$ cat config.mk
export PLATFORM = sky130hd
export DESIGN_NAME = cpu_selftest_flat
export DESIGN_NICKNAME = d
export VERILOG_FILES = /design/src/rtl/cpu_selftest_pkg.sv /design/src/rtl/cpu_selftest_if.sv /design/src/rtl/st_settle_counter.sv /design/src/rtl/cpu_selftest.sv /design/src/flat_wrapper.sv
export SDC_FILE = /design/constraint.sdc
export NUM_CORES = 1
export LEC_CHECK = 0
export ABC_AREA = 1
export CORE_ASPECT_RATIO = 1.1
export CORE_UTILIZATION = 35
export DETAILED_ROUTE_END_ITERATION = 7
export GPL_ROUTABILITY_DRIVEN = 1
export PLACE_DENSITY_LB_ADDON = 0.3
export SETUP_SLACK_MARGIN = 0.15
export SYNTH_ARGS = -nofsm -noshare
export SYNTH_HDL_FRONTEND = slang
export SYNTH_SLANG_ARGS = --single-unit
$ cat constraint.sdc
create_clock -name clk -period 1.7 [get_ports clk]
set_clock_uncertainty 0.2 [all_clocks]
set_input_delay 0.34 -clock clk [delete_from_list [all_inputs] [get_ports clk]]
set_output_delay 0.34 -clock clk [all_outputs]
set_load 0.005 [all_outputs]
$ cat src/rtl/cpu_selftest_pkg.sv
// Shared types and constants for the CPU self-test sequencer.
package cpu_selftest_pkg;

    localparam int unsigned CountW  = 8;
    localparam int unsigned RstHold = 2;

    typedef enum logic [3:0] {
        StIdle,
        StCpuRst,
        StFetch,
        StApply,
        StSettlePre,
        StStep,
        StSettlePost,
        StCheck,
        StDone
    } state_e;

    // Address width for a vector ROM of n entries; never narrower than one bit.
    function automatic int unsigned addr_w(input int unsigned n);
        return (n > 1) ? $clog2(n) : 1;
    endfunction

    function automatic logic [CountW-1:0] sat_inc(input logic [CountW-1:0] v);
        return (v == '1) ? v : v + 1'b1;
    endfunction

endpackage

$ cat src/rtl/cpu_selftest_if.sv
// Vector ROM and CPU-under-test signals seen by the self-test sequencer.
interface cpu_selftest_if
    import cpu_selftest_pkg::*;
#(
    parameter int unsigned N       = 8,
    parameter int unsigned NUM_VEC = 8
);
    localparam int unsigned AW = addr_w(NUM_VEC);

    logic [AW-1:0] vec_addr;
    logic [N:0]    vec_sw;
    logic [N-1:0]  vec_exp;
    logic [N-1:0]  vec_mask;
    logic [N:0]    cpu_sw;
    logic          cpu_n_reset;
    logic          cpu_step;
    logic [N-1:0]  cpu_led;

    modport master (
        output vec_addr, cpu_sw, cpu_n_reset, cpu_step,
        input  vec_sw, vec_exp, vec_mask, cpu_led
    );

    modport slave (
        input  vec_addr, cpu_sw, cpu_n_reset, cpu_step,
        output vec_sw, vec_exp, vec_mask, cpu_led
    );

endinterface

$ cat src/rtl/st_settle_counter.sv
// Loadable down-counter; expire pulses for one cycle on the last cycle of the load value.
module st_settle_counter #(
    parameter int unsigned W = 4
) (
    input  logic         clk,
    input  logic         reset,
    input  logic         clr,
    input  logic         load,
    input  logic [W-1:0] load_val,
    output logic         expire
);

    logic [W-1:0] cnt_q;

    always_ff @(posedge clk) begin
        if (reset || clr) begin
            cnt_q <= '0;
        end else if (load) begin
            cnt_q <= load_val;
        end else if (cnt_q != '0) begin
            cnt_q <= cnt_q - 1'b1;
        end
    end

    // Count parks at zero after the pulse, so expire stays a single cycle.
    assign expire = (cnt_q == W'(1));

endmodule

$ cat src/rtl/cpu_selftest.sv
// Steps a CPU through a vector ROM, one instruction per vector, and tallies LED mismatches.
module cpu_selftest
    import cpu_selftest_pkg::*;
#(
    parameter int unsigned N       = 8,
    parameter int unsigned NUM_VEC = 8,
    parameter int unsigned SETTLE  = 2
) (
    input  logic                         clk,
    input  logic                         reset,
    input  logic                         start,
    input  logic                         abort,
    cpu_selftest_if.master               bus,
    output logic                         busy,
    output logic                         done,
    output logic                         pass,
    output logic [CountW-1:0]            err_count,
    output logic [CountW-1:0]            test_count,
    output logic [addr_w(NUM_VEC)-1:0]   first_fail
);

    localparam int unsigned AW       = addr_w(NUM_VEC);
    localparam logic [AW-1:0] LastAddr = AW'(NUM_VEC - 1);
    localparam logic [1:0]    RstLast  = 2'(RstHold - 1);
    localparam int unsigned   SetW     = 4;

    state_e        state_q, state_d;
    logic [1:0]    rst_cnt_q;
    logic [AW-1:0] addr_q;
    logic [N:0]    cpu_sw_q;
    logic [N-1:0]  exp_q;
    logic [N-1:0]  mask_q;
    logic [CountW-1:0] err_q;
    logic [CountW-1:0] tc_q;
    logic [AW-1:0] ff_q;

    logic run_start;
    logic run_abort;
    logic mismatch;
    logic last_vec;
    logic settle_load;
    logic settle_expire;

    assign busy      = (state_q != StIdle) && (state_q != StDone);
    assign run_start = !busy && start && !abort;
    assign run_abort = busy && abort;
    assign mismatch  = |((bus.cpu_led ^ exp_q) & mask_q);
    assign last_vec  = (addr_q == LastAddr);

    // Both settle windows are armed on the cycle just before they begin.
    assign settle_load = (state_q == StApply) || (state_q == StStep);

    st_settle_counter #(
        .W (SetW)
    ) u_settle (
        .clk      (clk),
        .reset    (reset),
        .clr      (run_abort),
        .load     (settle_load),
        .load_val (SetW'(SETTLE)),
        .expire   (settle_expire)
    );

    always_ff @(posedge clk) begin
        if (reset) begin
            state_q   <= StIdle;
            rst_cnt_q <= '0;
        end else begin
            state_q   <= state_d;
            rst_cnt_q <= (state_q == StCpuRst) ? rst_cnt_q + 1'b1 : 2'd0;
        end
    end

    always_comb begin
        state_d = state_q;
        unique case (state_q)
            StIdle, StDone: if (run_start) state_d = StCpuRst;
            StCpuRst:       if (rst_cnt_q == RstLast) state_d = StFetch;
            StFetch:        state_d = StApply;
            StApply:        state_d = StSettlePre;
            StSettlePre:    if (settle_expire) state_d = StStep;
            StStep:         state_d = StSettlePost;
            StSettlePost:   if (settle_expire) state_d = StCheck;
            StCheck:        state_d = last_vec ? StDone : StFetch;
            default:        state_d = StIdle;
        endcase
        if (run_abort) state_d = StIdle;
    end

    always_ff @(posedge clk) begin
        if (reset) begin
            addr_q   <= '0;
            cpu_sw_q <= '0;
            exp_q    <= '0;
            mask_q   <= '0;
            err_q    <= '0;
            tc_q     <= '0;
            ff_q     <= '0;
        end else if (run_start) begin
            addr_q   <= '0;
            cpu_sw_q <= '0;
            err_q    <= '0;
            tc_q     <= '0;
            ff_q     <= '0;
        end else if (!run_abort) begin
            if (state_q == StApply) begin
                cpu_sw_q <= bus.vec_sw;
                exp_q    <= bus.vec_exp;
                mask_q   <= bus.vec_mask;
            end
            if (state_q == StCheck) begin
                tc_q <= sat_inc(tc_q);
                if (mismatch) begin
                    err_q <= sat_inc(err_q);
                    if (err_q == '0) ff_q <= addr_q;
                end
                if (!last_vec) addr_q <= addr_q + 1'b1;
            end
        end
    end

    assign bus.vec_addr    = addr_q;
    assign bus.cpu_sw      = cpu_sw_q;
    assign bus.cpu_n_reset = (state_q != StCpuRst);
    assign bus.cpu_step    = (state_q == StStep);

    assign done       = (state_q == StDone);
    assign pass       = done && (err_q == '0);
    assign err_count  = err_q;
    assign test_count = tc_q;
    assign first_fail = ff_q;

endmodule
$ cat src/flat_wrapper.sv
// flat-port wrapper written by rule: the top's interface ports become plain ports
module cpu_selftest_flat import cpu_selftest_pkg::*;
#(
    parameter int unsigned N       = 8,
    parameter int unsigned NUM_VEC = 8,
    parameter int unsigned SETTLE  = 2
)
  (clk, reset, start, abort, busy, done, pass, err_count, test_count, first_fail, bus_vec_addr, bus_cpu_sw, bus_cpu_n_reset, bus_cpu_step, bus_vec_sw, bus_vec_exp, bus_vec_mask, bus_cpu_led);
  cpu_selftest_if #(.N(N), .NUM_VEC(NUM_VEC)) bus_i ();
  input  logic clk;
  input  logic reset;
  input  logic start;
  input  logic abort;
  output logic busy;
  output logic done;
  output logic pass;
  output logic [CountW-1:0] err_count;
  output logic [CountW-1:0] test_count;
  output logic [addr_w(NUM_VEC)-1:0] first_fail;
  output wire logic [$bits(bus_i.vec_addr)-1:0] bus_vec_addr;
  output wire logic [$bits(bus_i.cpu_sw)-1:0] bus_cpu_sw;
  output wire logic [$bits(bus_i.cpu_n_reset)-1:0] bus_cpu_n_reset;
  output wire logic [$bits(bus_i.cpu_step)-1:0] bus_cpu_step;
  input wire logic [$bits(bus_i.vec_sw)-1:0] bus_vec_sw;
  input wire logic [$bits(bus_i.vec_exp)-1:0] bus_vec_exp;
  input wire logic [$bits(bus_i.vec_mask)-1:0] bus_vec_mask;
  input wire logic [$bits(bus_i.cpu_led)-1:0] bus_cpu_led;
  assign bus_vec_addr = bus_i.vec_addr;
  assign bus_cpu_sw = bus_i.cpu_sw;
  assign bus_cpu_n_reset = bus_i.cpu_n_reset;
  assign bus_cpu_step = bus_i.cpu_step;
  assign bus_i.vec_sw = bus_vec_sw;
  assign bus_i.vec_exp = bus_vec_exp;
  assign bus_i.vec_mask = bus_vec_mask;
  assign bus_i.cpu_led = bus_cpu_led;
  cpu_selftest #(.N(N), .NUM_VEC(NUM_VEC), .SETTLE(SETTLE)) u_core (.clk(clk), .reset(reset), .start(start), .abort(abort), .bus(bus_i), .busy(busy), .done(done), .pass(pass), .err_count(err_count), .test_count(test_count), .first_fail(first_fail));
endmodule
==> results of run 1 <==
==> state kept, by name, summed over array words and instances, names as in the netlist <==
name and count:
u_core.err_count 8, u_core.exp_q 8, u_core.state_q 4, u_core.first_fail 3
u_core.rst_cnt_q 2, u_core.u_settle.cnt_q 4, u_core.mask_q 8, u_core.bus.cpu_sw 9
u_core.bus.vec_addr 3, u_core.test_count 8
==> cell type report <==
type                            count  area [um2]
Fill cell                         547        2145
Multi-Input combinational cell    276        2068
Timing Repair Buffer              151        1541
Sequential cell                    57        1189
Inverter                           58       257.7
Tap cell                          105       131.4
Clock buffer                        9       123.9
Clock inverter                      7       102.6
Timing Repair inverter              3       38.79
==> kinds of logic after synthesis <==
| kind of cell | count (synthesis) | synth area share [%] |
|---|---|---|
| flip-flops | 57 | 40.57 |
| buffers and inverters | 70 | 10.45 |
| XOR/XNOR | 4 | 1.246 |
| AND/OR/NAND/NOR | 215 | 34.12 |
| adder cells (fa/ha/maj) | 6 | 2.669 |
| AO/OA/AOI/OAI | 51 | 10.94 |
==> power by group <==
part / internal, mW / switching [mW] / leakage, nW
sequential: 1.37 / 0.0360 / 0.474
clock: 0.837 / 0.632 / 0.110
combinational: 0.729 / 0.711 / 1.78
total: 2.93 / 1.38 / 2.37
==> synthesized netlist by cell type <==
master                       n
sky130_fd_sc_hd__o21ai_1     1
sky130_fd_sc_hd__nand2_8     1
sky130_fd_sc_hd__buf_4       2
sky130_fd_sc_hd__clkinv_2    1
sky130_fd_sc_hd__nand3b_1    1
sky130_fd_sc_hd__a31oi_1     2
sky130_fd_sc_hd__nor2_4      3
sky130_fd_sc_hd__nor2_2      2
sky130_fd_sc_hd__nand3_1    26
sky130_fd_sc_hd__nor2_1     53
sky130_fd_sc_hd__inv_1      49
sky130_fd_sc_hd__nor3_2      1
sky130_fd_sc_hd__xnor2_1     3
sky130_fd_sc_hd__buf_6       2
sky130_fd_sc_hd__clkbuf_1    2
sky130_fd_sc_hd__nand2_1   105
sky130_fd_sc_hd__nor4_1      1
sky130_fd_sc_hd__nor3_1      5
sky130_fd_sc_hd__buf_2       6
sky130_fd_sc_hd__inv_2       6
sky130_fd_sc_hd__o21ai_0     5
sky130_fd_sc_hd__nand4_1    11
sky130_fd_sc_hd__ha_1        6
sky130_fd_sc_hd__nand2_2     1
sky130_fd_sc_hd__dfxtp_1    57
sky130_fd_sc_hd__a211oi_2    5
sky130_fd_sc_hd__o22ai_1     2
sky130_fd_sc_hd__a21oi_1    32
sky130_fd_sc_hd__clkinv_1    2
sky130_fd_sc_hd__nand2_4     3
sky130_fd_sc_hd__or2_2       2
sky130_fd_sc_hd__xor2_1      1
sky130_fd_sc_hd__a211oi_1    4
==> worst max-delay path, delay by kind of cell (launching register included) <==
kind,cells,cell delay [ns]
simple gates,3,0.54
flops,1,0.35
buf+inv,1,0.13
==> worst max-delay path by stage <==
| stage | start | endpoint | cells after the start | slack (ns) |
|---|---|---|---|---|
| after global placement | bus_cpu_led[0] | u_core.first_fail[0] | 10 | -0.26 |
| after detailed placement | bus_cpu_led[5] | u_core.first_fail[0] | 10 | -0.31 |
| after global routing | u_core.err_count[5] | pass | 4 | -0.26 |
| after floorplan | u_core.test_count[1] | u_core.test_count[5] | 7 | 0.16 |
| after CTS | u_core.err_count[0] | pass | 5 | -0.20 |
| final | u_core.err_count[5] | pass | 4 | -0.21 |
==> layer usage <==
metal  vias to the layer above  track usage (%)  share of wire (%)
met5                         -                0                  0
met4                         0            11.20                3.2
met3                        25            3.602                3.5
met2                        89            41.47                 55
met1                      1592            22.61                 39
li1                       1593                -                  -
==> repair_timing <==
item / CTS / global route
endpoints found under the setup margin: 88 / 67
pin swaps: 51 / 43
gates resized for setup: 223 / 125
cloned: 6 / 1
setup buffers: 24 / 14
==> impl_metrics.sql, run 1 <==
INSERT INTO impl_metrics (metric_group, metric, value, unit) VALUES
('routing', 'drtPass1Iterations', '4', ''),
('outcome', 'violations_in_the_final_reports', 'negative setup slack', ''),
('sta', 'max_slew.worst_pin.slew', '0.3169', 'ns'),
('place', 'port-buffer-count', '72', ''),
('outcome', 'status', 'complete, but fails checks', ''),
('synth', 'synthCells', '403', ''),
('place', 'place_inst', '605', ''),
('die', 'die_h', '96.02', 'um'),
('routing', 'drt_first_iter_violations', '103', ''),
('critical_path', 'r2r-start', 'u_core.err_count[5]', ''),
('pwr', 'power.ir.vdd_worst', '0.0008738', 'V'),
('critical_path', 'r2r_cells', '9', ''),
('sta', 'timing.setup.tns', '-4.107', 'ns'),
('routing', 'vias', '3299', ''),
('critical_path', 'criticalPathCategory', 'register to output port', ''),
('synth', 'mappedNetlistNets', '446', ''),
('sta', 'layout_min_cycle_time', '1.913', 'ns'),
('routing', 'drt-vias-per-instance', '4.953', ''),
('grt', 'grt_start_max_net_pins', '17', ''),
('synth', 'largest_cells_by_area_after_synthesis', 'sky130_fd_sc_hd__dfxtp_1, sky130_fd_sc_hd__nand2_1, sky130_fd_sc_hd__nor2_1, sky130_fd_sc_hd__inv_1, sky130_fd_sc_hd__a21oi_1', ''),
('sta', 'fmaxAchievable', '522.8', 'MHz'),
('sta', 'postLayoutSetupSlackWorst', '-0.2127', 'ns'),
('synth', 'yosys_register_bits', '57', ''),
('critical_path', 'critPathRequiredTime', '1.16', 'ns'),
('finish', 'final_cell_mix', 'sky130_fd_sc_hd__nand2_1, sky130_fd_sc_hd__inv_1, sky130_fd_sc_hd__buf_4', ''),
('critical_path', 'ordered_list_of_cells_on_the_worst_path', 'nor3_4, nand4_1, nor3_2, buf_2', ''),
('min_path', 'holdPathStages', '1', ''),
('min_path', 'holdCritPathClass', 'register to register', ''),
('critical_path', 'reg2reg_to', 'u_core.first_fail[0]', ''),
('routing', 'final_antenna_net_count', '0', ''),
('sta', 'grt_setup_unrepaired', 'yes', ''),
('critical_path', 'crit_path_end_kind', 'output port', ''),
('pwr', 'cellLeakagePower', '2.366', 'nW'),
('synth', 'syn_area', '2813', 'um2'),
('sta', 'slew_headroom', '78.68', '%'),
('place', 'detailedPlace.worstSlack', '-0.3102', 'ns'),
('sta', 'timing.hold.ws', '0.2213', 'ns'),
('die', 'die_width', '87.48', 'um'),
('clock_network', 'insertion_delay', '0.35', 'ns'),
('routing', 'total_routed_wirelength', '10.36', 'mm'),
('critical_path', 'worst-path-max-fanout', '2', ''),
('finish', 'final_common_cell', 'sky130_fd_sc_hd__nand2_1', ''),
('synth', 'count_of_cell_types_in_the_netlist', '33', ''),
('synth', 'post_synth.cell_area_avg', '6.979', 'um2'),
('synth', 'synthDominantCellAreaShare', '40.57', '%'),
('sta', 'hold_viol', '0', ''),
('clock_network', 'post_cts_hold_buffer_count', '0', ''),
('synth', 'synth_warnings', '0', ''),
('sta', 'finalSetupViolations', '57', ''),
('min_path', 'worst_hold_path.endpoint', 'u_core.rst_cnt_q[0]', ''),
('critical_path', 'cp_startpoint_kind', 'register', ''),
('routing', 'route.detailed.wl_per_inst', '15.56', 'um'),
('die', 'core_area', '7597', 'um2'),
('pwr', 'total_power', '4.313', 'mW'),
('finish', 'finalNetCount', '599', ''),
('clock_network', 'cts-htree-levels', '3', ''),
('die', 'top_level_ports', '73', ''),
('grt', 'grt_pass1_wl', '14.13', 'mm'),
('clock_network', 'tritoncts_num_sinks', '57', ''),
('clock_network', 'cts_root_buffer_type', 'sky130_fd_sc_hd__clkbuf_8', ''),
('die', 'std_cell_rows', '33', ''),
('finish', 'final_core_util', '71.77', '%'),
('place', 'place.detailed.hpwl', '5.129', 'mm'),
('min_path', 'min-delay-start', 'u_core.rst_cnt_q[0]', ''),
('grt', 'grt_util_all_layers', '21.70', '%'),
('sta', 'finalMaxSlewViolations', '0', ''),
('place', 'dpl-instance-area', '3905', 'um2'),
('critical_path', 'critPathArrivalTime', '1.37', 'ns'),
('clock_network', 'cts.reportedPaths.clkPinSlew', '0.08', 'ns'),
('synth', 'synth.yosys.seq_area_share', '40.57', '%'),
('grt', 'via_count_of_the_first_global_routing_pass', '3221', '');
No activity file was read; power rests on OpenSTA's default activity.
==> inputs of run 2 (changes only) <==
--- a/config.mk
+++ b/config.mk
@@ -7,9 +7,11 @@
 export LEC_CHECK = 0
 export ABC_AREA = 1
 export CORE_ASPECT_RATIO = 1.1
+export CORE_MARGIN = 3
 export CORE_UTILIZATION = 35
 export DETAILED_ROUTE_END_ITERATION = 7
 export GPL_ROUTABILITY_DRIVEN = 1
+export GPL_TIMING_DRIVEN = 0
 export PLACE_DENSITY_LB_ADDON = 0.3
 export SETUP_SLACK_MARGIN = 0.15
 export SYNTH_ARGS = -nofsm -noshare
==> run 2 against run 1 <==
The flow still finishes with violations (negative setup slack). Utilization fell by 0.63 points. Clock power about the same. Cell area decreased by 0.34%. Flip-flop and latch count is the same. Global-route usage decreased by 2.9 points. Combinational power is 10% higher. Sequential share of layout area increased by 0.21 points. Non-clock buffer count is 3 higher. Count of clock-buffer cells in the layout is 2 higher. Cell count unchanged. Highest routed layer unchanged. Die area increased by 8.9%.
==> impl_metrics.sql, run 2 (synthesis gave the netlist of run 1 again) <==
INSERT INTO impl_metrics (metric_group, metric, value, unit) VALUES
('die', 'std_cell_rows', '33', ''),
('clock_network', 'post_cts_hold_buffer_count', '0', ''),
('grt', 'via_count_of_the_first_global_routing_pass', '3035', ''),
('finish', 'diodes', '0', ''),
('critical_path', 'critPathRequiredTime', '1.16', 'ns'),
('clock_network', 'clock_tree_buf_depth', '2', ''),
('min_path', 'holdCritPathClass', 'register to register', ''),
('sta', 'hold_viol', '0', ''),
('finish', 'drive_gt1_share', '52.05', '%'),
('critical_path', 'r2r_cells', '11', ''),
('finish', 'final_common_cell', 'sky130_fd_sc_hd__nand2_1', ''),
('place', 'port-buffer-count', '71', ''),
('clock_network', 'cts.reportedPaths.clkPinSlew', '0.07', 'ns'),
('pwr', 'share_seq_of_total_power', '31.3', '%'),
('routing', 'total_routed_wirelength', '11.13', 'mm'),
('grt', 'grt_pass1_wl', '13.87', 'mm'),
('place', 'place.detailed.hpwl', '5.253', 'mm'),
('critical_path', 'crit_path_cell_count', '4', ''),
('routing', 'drt-vias-per-instance', '5.230', ''),
('clock_network', 'tritoncts_num_sinks', '57', ''),
('die', 'core_area', '7639', 'um2'),
('critical_path', 'r2r_slack', '-0.20', 'ns'),
('clock_network', 'cts_root_buffer_type', 'sky130_fd_sc_hd__clkbuf_8', ''),
('routing', 'drtPass1Iterations', '5', ''),
('clock_network', 'insertion_delay', '0.34', 'ns'),
('grt', 'grt_util_all_layers', '18.81', '%'),
('critical_path', 'critPathArrivalTime', '1.42', 'ns'),
('clock_network', 'cts_inserted_buffers', '9', ''),
('place', 'place_inst', '579', ''),
('critical_path', 'ordered_list_of_cells_on_the_worst_path', 'nor3_4, nand4_1, nor3_2, buf_2', ''),
('sta', 'timing.setup.tns', '-6.742', 'ns'),
('grt', 'antenna_found_initial', '0', ''),
('clock_network', 'tritoncts', 'done', ''),
('outcome', 'violations_in_the_final_reports', 'negative setup slack', ''),
('sta', 'finalSetupViolations', '55', ''),
('pwr', 'powerDensity', '829.7', 'nW/um2'),
('die', 'dieArea', '9149', 'um2'),
('die', 'initial_core_util', '36.82', '%'),
('critical_path', 'r2r-start', 'u_core.state_q[0]', ''),
('place', 'detailedPlace.worstSlack', '-0.4792', 'ns'),
('critical_path', 'cp-endpoint', 'pass', ''),
('finish', 'layout.filler_cells', '518', ''),
('place', 'gpl.final_weighted_congestion', '0.8746', ''),
('pwr', 'p_sw', '1.400', 'mW'),
('critical_path', 'criticalPathCategory', 'register to output port', ''),
('grt', 'overflow', '0', ''),
('pwr', 'internal-power', '3.108', 'mW'),
('sta', 'max_slew.worst_pin.slew', '0.7725', 'ns'),
('die', 'die_h', '100.0', 'um'),
('sta', 'fmaxAchievable', '510.6', 'MHz'),
('clock_network', 'cts-htree-levels', '3', ''),
('sta', 'fin_crit_sh', '115.2', '%'),
('sta', 'slew_headroom', '48.50', '%'),
('critical_path', 'worst-path-max-fanout', '2', ''),
('critical_path', 'cpLargestDelayFamily', 'simple AND/OR/NAND/NOR gates', ''),
('pwr', 'cellLeakagePower', '2.389', 'nW'),
('sta', 'layout_min_cycle_time', '1.959', 'ns'),
('finish', 'flow.area_growth_from_synthesis', '93.19', '%'),
('critical_path', 'max_stage_delay', '0.36', 'ns'),
('sta', 'finalMaxSlewViolations', '0', ''),
('sta', 'grt_setup_unrepaired', 'yes', ''),
('pwr', 'fraction_of_power_spent_switching_nets', '31.06', '%'),
('sta', 'postLayoutSetupSlackWorst', '-0.2586', 'ns'),
('routing', 'vias', '3483', ''),
('finish', 'stdcell_count', '666', ''),
('critical_path', 'critical_path.n_buffers_inverters', '1', ''),
('finish', 'final_cell_mix', 'sky130_fd_sc_hd__nand2_1, sky130_fd_sc_hd__buf_6, sky130_fd_sc_hd__inv_1', ''),
('routing', 'drt_first_iter_violations', '225', ''),
('critical_path', 'critical_path.slowest_cell', 'sky130_fd_sc_hd__dfxtp_4', ''),
('finish', 'number_of_flip_flops_under_the_largest_register_name', '9', ''),
('pwr', 'power.ir.vdd_worst', '0.0006708', 'V'),
('pwr', 'clock_power_share', '33.3', '%'),
('critical_path', 'first_element_of_the_critical_path', 'u_core.err_count[2]', ''),
('run', 'cap_violations', '0', ''),
('die', 'die_width', '91.48', 'um'),
('die', 'top_level_ports', '73', ''),
('pwr', 'combinational_share_of_power', '35.4', '%'),
('routing', 'route.detailed.wl_per_inst', '16.72', 'um'),
('routing', 'post-route-drc-count', '0', ''),
('routing', 'final_antenna_net_count', '0', ''),
('critical_path', 'reg2reg_to', 'u_core.mask_q[2]', ''),
('finish', 'finalNetCount', '599', ''),
('outcome', 'status', 'complete, but fails checks', ''),
('critical_path', 'cp_startpoint_kind', 'register', ''),
('critical_path', 'crit_path_end_kind', 'output port', ''),
('grt', 'grt_start_max_net_pins', '11', '');
[run 2: changes by cell type in the layout (fill, tap and decap cells not counted), moves of 4 or more]
cell / previous run / this run
sky130_fd_sc_hd__clkinv_4: 5 / 1
sky130_fd_sc_hd__clkdlybuf4s50_1: 36 / 29
sky130_fd_sc_hd__nor2_4: 16 / 22
sky130_fd_sc_hd__buf_4: 39 / 34
sky130_fd_sc_hd__buf_12: 9 / 5
sky130_fd_sc_hd__nor2_1: 34 / 27
sky130_fd_sc_hd__buf_6: 26 / 39
sky130_fd_sc_hd__nand2_4: 29 / 18
sky130_fd_sc_hd__dlygate4sd2_1: 22 / 32
sky130_fd_sc_hd__nand2_1: 55 / 66
[run 2: worst reg2reg max path, delay by kind of cell, from the launching register on]
family	cells	cell delay [ns]
compound gates	1	0.13
buf+inv	5	0.64
simple gates	5	0.50
flops	1	0.37
[run 2: area by class of cell]
type                    instances  area (um2)  share of cell area (%)
plain buffers                  12       140.1                   2.579
well taps                     105       131.4                   2.418
repair buffers                142        1430                   26.32
clock buffers                  11       151.4                   2.786
inverters                      58       260.3                   4.789
clock inverters                 5       77.57                   1.428
multi-input cells             276        2047                   37.67
flip-flops and latches         57        1196                   22.01
[run 2: timing repair]
item	in CTS	in global routing
pin swaps	35	68
gates resized for setup	212	152
setup endpoints to repair	85	64
buffers inserted	40	23
cloned	5	3
[run 2: per-stage QoR]
stage | hold slack [ns] | area, um2 | power [mW] | utilization (%)
global placement | 0.2044 | 3655 | 2.043 | 47.85
CTS | 0.2242 | 4617 | 3.959 | 60.44
global route | 0.2486 | 5434 | 4.658 | 71.14
detailed placement | 0.2149 | 3655 | 2.052 | 47.85
floorplan | 0.1961 | 2813 | 1.815 | -
finish | 0.2266 | 5434 | 4.508 | 71.14
[run 2: power by group through the flow]
stage / Combinational (mW) / Clock [mW] / Sequential [mW]
floorplan: 0.377 / 0 / 1.44
global placement: 0.600 / 0 / 1.44
detailed placement: 0.605 / 0 / 1.45
CTS: 1.07 / 1.48 / 1.41
global route: 1.67 / 1.58 / 1.41
finish: 1.59 / 1.50 / 1.41
[run 2: worst min-delay path by stage]
stage,from,to,slack (ns),cells after the start
4_1_cts,u_core.rst_cnt_q[0],u_core.rst_cnt_q[0],0.22,1
2_1_floorplan,u_core.rst_cnt_q[0],u_core.rst_cnt_q[0],0.20,1
3_5_place_dp,u_core.rst_cnt_q[0],u_core.rst_cnt_q[0],0.21,1
3_3_place_gp,u_core.rst_cnt_q[0],u_core.rst_cnt_q[0],0.20,1
6_report,u_core.rst_cnt_q[0],u_core.rst_cnt_q[0],0.23,1
5_1_grt,u_core.rst_cnt_q[0],u_core.rst_cnt_q[0],0.25,1
[run 2: metal layers]
metal / part of all wire (%) / wire (um) / vias to the layer above / GRT usage (%)
met4: 3.7 / 415 / 0 / 9.165
met3: 6.8 / 758 / 41 / 3.523
met5: 0 / 0 / - / 0
met1: 39 / 4317 / 1660 / 21.54
met2: 51 / 5643 / 181 / 33.56
li1: - / - / 1601 / -
==> inputs of run 3 (changes only) <==
--- a/config.mk
+++ b/config.mk
@@ -8,7 +8,7 @@
 export ABC_AREA = 1
 export CORE_ASPECT_RATIO = 1.1
 export CORE_MARGIN = 3
-export CORE_UTILIZATION = 35
+export CORE_UTILIZATION = 49
 export DETAILED_ROUTE_END_ITERATION = 7
 export GPL_ROUTABILITY_DRIVEN = 1
 export GPL_TIMING_DRIVEN = 0
==> run 3 against run 2 <==
Synthesized cell count stayed put. Area after synthesis stayed put. The flow now stops in global routing.
==> impl_metrics.sql, run 3 <==
INSERT INTO impl_metrics (metric_group, metric, value, unit) VALUES
('die', 'initial_core_util', '51.47', '%'),
('synth', 'syn_area', '2813', 'um2'),
('die', 'die_width', '78.24', 'um'),
('place', 'gpl.final_weighted_congestion', '0.8244', ''),
('outcome', 'stop_stage', 'global routing', ''),
('synth', 'simple_gate_fraction_of_synth_area', '34.12', '%'),
('place', 'place.detailed.hpwl', '5.006', 'mm'),
('synth', 'synth.top_cells.by_count', 'sky130_fd_sc_hd__nand2_1, sky130_fd_sc_hd__dfxtp_1, sky130_fd_sc_hd__nor2_1', ''),
('synth', 'count_of_cell_types_in_the_netlist', '33', ''),
('place', 'dpl-instance-area', '3617', 'um2'),
('synth', 'yosys.area.top_type', 'sky130_fd_sc_hd__dfxtp_1', ''),
('outcome', 'firstError', '[ERROR DPL-0033] detailed placement checks failed during check placement.', ''),
('synth', 'largest_cells_by_area_after_synthesis', 'sky130_fd_sc_hd__dfxtp_1, sky130_fd_sc_hd__nand2_1, sky130_fd_sc_hd__nor2_1, sky130_fd_sc_hd__inv_1, sky130_fd_sc_hd__a21oi_1', ''),
('synth', 'yosys_register_bits', '57', ''),
('synth', 'synth.yosys.seq_area_share', '40.57', '%'),
('synth', 'mappedNetlistNets', '446', ''),
('synth', 'synth_enable_flop_cells', '0', ''),
('synth', 'synthDominantCellAreaShare', '40.57', '%'),
('sta', 'globalroute.repair_timing.worst_endpoint', 'pass', ''),
('synth', 'post_synth.cell_area_avg', '6.979', 'um2'),
('synth', 'synth_warnings', '0', ''),
('clock_network', 'cts_inserted_buffers', '9', ''),
('die', 'top_level_ports', '73', ''),
('synth', 'synth_mux_area_share', '0', '%'),
('synth', 'post_synth_fa_ha_maj_area_fraction', '2.669', '%'),
('grt', 'grt_start_max_net_pins', '11', ''),
('outcome', 'status', 'did not finish', ''),
('clock_network', 'tritoncts_num_sinks', '57', ''),
('clock_network', 'clock_tree_buf_depth', '2', ''),
('sta', 'worstEndpointType', 'output port', ''),
('grt', 'antenna_found_initial', '0', ''),
('die', 'die_h', '85.46', 'um'),
('synth', 'largest_family_of_logic_cells_by_synthesized_area', 'simple AND/OR/NAND/NOR gates', ''),
('die', 'std_cell_rows', '28', ''),
('synth', 'synth_async_sr_flop_share', '0', '%'),
('synth', 'synth_xor_xnor_area_share', '1.246', '%'),
('clock_network', 'post_cts_hold_buffer_count', '0', ''),
('place', 'port-buffer-count', '71', ''),
('clock_network', 'cts_root_buffer_type', 'sky130_fd_sc_hd__clkbuf_8', ''),
('synth', 'synthCells', '403', ''),
('synth', 'postSynth.topFlopCell', 'sky130_fd_sc_hd__dfxtp_1', ''),
('synth', 'synth_most_common_cell', 'sky130_fd_sc_hd__nand2_1', ''),
('clock_network', 'cts-htree-levels', '3', ''),
('synth', 'synth-compound-area-share', '10.94', '%');
run 3: logic make-up after synthesis:
logic type      Yosys count
fa+ha+maj                 6
compound gates           51
flops                    57
xor+xnor                  4
buf+inv                  70
simple gates            215
run 3: repair_timing:
item,CTS
cloned,6
endpoints found under the setup margin,84
pin swaps,45
resized for setup,212
setup buffers,27
run 3: stage by stage:
| step | util (%) | hold slack, ns | std cells | setup slack, ns | TNS, ns |
|---|---|---|---|---|---|
| global placement | 66.19 | 0.2036 | 549 | -0.4188 | -14.24 |
| floorplan | - | 0.1961 | 403 | 0.1621 | 0 |
| CTS | 82.23 | 0.2227 | 598 | -0.1891 | -0.3576 |
| detailed placement | 66.19 | 0.2134 | 549 | -0.4454 | -15.08 |
==> inputs of run 4 (changes only) <==
--- a/config.mk
+++ b/config.mk
@@ -6,14 +6,12 @@
 export NUM_CORES = 1
 export LEC_CHECK = 0
 export ABC_AREA = 1
-export CORE_ASPECT_RATIO = 1.1
 export CORE_MARGIN = 3
-export CORE_UTILIZATION = 49
+export CORE_UTILIZATION = 40
 export DETAILED_ROUTE_END_ITERATION = 7
 export GPL_ROUTABILITY_DRIVEN = 1
 export GPL_TIMING_DRIVEN = 0
-export PLACE_DENSITY_LB_ADDON = 0.3
-export SETUP_SLACK_MARGIN = 0.15
+export PLACE_DENSITY_LB_ADDON = 0.15
 export SYNTH_ARGS = -nofsm -noshare
 export SYNTH_HDL_FRONTEND = slang
 export SYNTH_SLANG_ARGS = --single-unit
==> run 4 against run 3 <==
The flow now finishes, with violations (negative setup slack).
==> impl_metrics.sql, run 4 (synthesis gave the netlist of run 1 again) <==
INSERT INTO impl_metrics (metric_group, metric, value, unit) VALUES
('outcome', 'status', 'complete, but fails checks', ''),
('outcome', 'violations_in_the_final_reports', 'negative setup slack', ''),
('finish', 'diodes', '0', ''),
('place', 'place_inst', '567', ''),
('place', 'port-buffer-count', '71', ''),
('grt', 'grt_pass1_wl', '12.74', 'mm'),
('clock_network', 'cts-htree-levels', '3', ''),
('finish', 'final_design_area_no_fill', '4940', 'um2'),
('routing', 'drt_first_iter_violations', '201', ''),
('grt', 'grt_most_used_layer', 'met2', ''),
('routing', 'total_routed_wirelength', '9.657', 'mm'),
('clock_network', 'tritoncts', 'done', ''),
('sta', 'layout_min_cycle_time', '1.893', 'ns'),
('die', 'std_cell_rows', '29', ''),
('finish', 'flow.area_growth_from_synthesis', '75.62', '%'),
('sta', 'finalMaxSlewViolations', '0', ''),
('place', 'gpl.final_weighted_congestion', '0.7939', ''),
('sta', 'postLayoutSetupSlackWorst', '-0.1930', 'ns'),
('grt', 'overflow', '0', ''),
('pwr', 'cellLeakagePower', '2.130', 'nW'),
('die', 'core_area', '6568', 'um2'),
('place', 'dpl-instance-area', '3640', 'um2'),
('sta', 'grt_setup_unrepaired', 'yes', ''),
('grt', 'grt_util_all_layers', '18.93', '%'),
('sta', 'timing.setup.tns', '-5.890', 'ns'),
('critical_path', 'criticalPathCategory', 'register to register', ''),
('routing', 'route.detailed.wl_per_inst', '15.21', 'um'),
('sta', 'fin_crit_sh', '111.4', '%'),
('clock_network', 'cts_root_buffer_type', 'sky130_fd_sc_hd__clkbuf_8', ''),
('die', 'die_h', '89.86', 'um'),
('pwr', 'combinational_share_of_power', '35.5', '%'),
('grt', 'via_count_of_the_first_global_routing_pass', '2809', ''),
('routing', 'final_antenna_net_count', '0', ''),
('clock_network', 'insertion_delay', '0.34', 'ns'),
('pwr', 'power.ir.vdd_worst', '0.0006827', 'V'),
('finish', 'final_cell_mix', 'sky130_fd_sc_hd__nand2_1, sky130_fd_sc_hd__inv_1, sky130_fd_sc_hd__clkdlybuf4s50_1', ''),
('pwr', 'fraction_of_power_spent_switching_nets', '32.74', '%'),
('sta', 'hold_viol', '0', ''),
('die', 'initial_core_util', '42.83', '%'),
('routing', 'drt-vias-per-instance', '5.058', ''),
('clock_network', 'tritoncts_num_sinks', '57', ''),
('clock_network', 'cts_inserted_buffers', '9', ''),
('finish', 'stdcell_count', '635', ''),
('finish', 'number_of_flip_flops_under_the_largest_register_name', '9', ''),
('die', 'die_width', '89.86', 'um'),
('sta', 'max_slew.worst_pin.slew', '0.9038', 'ns'),
('critical_path', 'critPathRequiredTime', '1.75', 'ns'),
('routing', 'post-route-drc-count', '0', ''),
('grt', 'groute.layer.met1.usage', '23.24', '%'),
('grt', 'antenna_found_initial', '0', ''),
('pwr', 'clock_power_share', '29.0', '%'),
('pwr', 'share_seq_of_total_power', '35.5', '%'),
('min_path', 'holdCritPathClass', 'register to register', ''),
('routing', 'vias', '3212', ''),
('pwr', 'powerDensity', '806.3', 'nW/um2'),
('finish', 'layout.filler_cells', '445', ''),
('pwr', 'internal-power', '2.679', 'mW'),
('die', 'top_level_ports', '73', ''),
('sta', 'slew_headroom', '39.75', '%'),
('pwr', 'p_sw', '1.304', 'mW'),
('critical_path', 'critPathArrivalTime', '1.94', 'ns'),
('die', 'dieArea', '8074', 'um2'),
('sta', 'timing.hold.ws', '0.2297', 'ns'),
('clock_network', 'cts.reportedPaths.clkPinSlew', '0.07', 'ns'),
('clock_network', 'post_cts_hold_buffer_count', '0', ''),
('finish', 'final_common_cell', 'sky130_fd_sc_hd__nand2_1', ''),
('critical_path', 'crit_path_end_kind', 'register', ''),
('grt', 'globalRouteMet2Util', '32.27', '%'),
('clock_network', 'clock_tree_buf_depth', '2', ''),
('place', 'place.detailed.hpwl', '4.964', 'mm'),
('routing', 'drtPass1Iterations', '5', ''),
('finish', 'finalNetCount', '580', ''),
('sta', 'fmaxAchievable', '528.3', 'MHz'),
('sta', 'finalSetupViolations', '51', ''),
('grt', 'grt_start_max_net_pins', '12', ''),
('critical_path', 'cp_startpoint_kind', 'register', ''),
('run', 'cap_violations', '0', ''),
('finish', 'drive_gt1_share', '43.36', '%'),
('critical_path', 'worst-path-max-fanout', '7', ''),
('grt', 'use_met3', '5.927', '%');
## run 4: path summary, 6_finish.rpt
kind	cells past startpoint	to	slack, ns	from
setup / recovery	10	u_core.exp_q[7]	-0.19	u_core.state_q[0]
hold reg to reg	1	u_core.rst_cnt_q[0]	0.23	u_core.rst_cnt_q[0]
setup reg to reg	10	u_core.exp_q[7]	-0.19	u_core.state_q[0]
hold / removal	1	u_core.rst_cnt_q[0]	0.23	u_core.rst_cnt_q[0]
## run 4: metrics by stage
| stage | total power, mW | setup WS, ns | utilization, % |
|---|---|---|---|
| after floorplan | 1.815 | 0.1621 | - |
| after global placement | 2.041 | -0.4546 | 55.42 |
| after detailed placement | 2.050 | -0.4803 | 55.42 |
| after CTS | 3.434 | -0.1825 | 62.07 |
| after global routing | 4.116 | -0.2252 | 75.21 |
| final | 3.983 | -0.1930 | 75.21 |
## run 4: power groups by stage
| stage | Clock, mW | Combinational, mW | Sequential [mW] |
|---|---|---|---|
| after global placement | 0 | 0.598 | 1.44 |
| final | 1.15 | 1.42 | 1.41 |
| after detailed placement | 0 | 0.606 | 1.44 |
| after CTS | 1.16 | 0.862 | 1.41 |
| after floorplan | 0 | 0.377 | 1.44 |
| after global routing | 1.21 | 1.49 | 1.42 |
## run 4: critical path, stage by stage (launching register included)
cell and delay, ns:
sky130_fd_sc_hd__dfxtp_4 0.36, sky130_fd_sc_hd__nor2_4 0.15, sky130_fd_sc_hd__nand2_4 0.08, sky130_fd_sc_hd__buf_6 0.12
sky130_fd_sc_hd__buf_6 0.12, sky130_fd_sc_hd__nand2_8 0.12, sky130_fd_sc_hd__buf_12 0.14, sky130_fd_sc_hd__buf_12 0.10
sky130_fd_sc_hd__nand2_8 0.06, sky130_fd_sc_hd__buf_12 0.15, sky130_fd_sc_hd__a211oi_2 0.20
## run 4: final cells by class
type                            instances  area (um2)  area share, %
Multi-Input combinational cell        278        1866          37.77
Inverter                               58       242.7          4.914
Buffer                                 12       137.6          2.786
Timing Repair Buffer                  120        1189          24.06
Tap cell                               93       116.4          2.356
Timing Repair inverter                  1       16.27         0.3293
Clock buffer                           10       137.6          2.786
Clock inverter                          6       43.79         0.8865
Sequential cell                        57        1191          24.11
## run 4: repair_timing
item                       4_1_cts  5_1_grt
setup buffers                   23       18
pin swaps                       11       35
gates cloned                     1       10
gates resized for setup        112      151
setup endpoints to repair       59       60
## run 4: per-layer routing
layer  up-vias  wire [um]
li1       1555          -
met2       135       4932
met3        25        682
met4         0        189
met1      1497       3852
met5         -          0
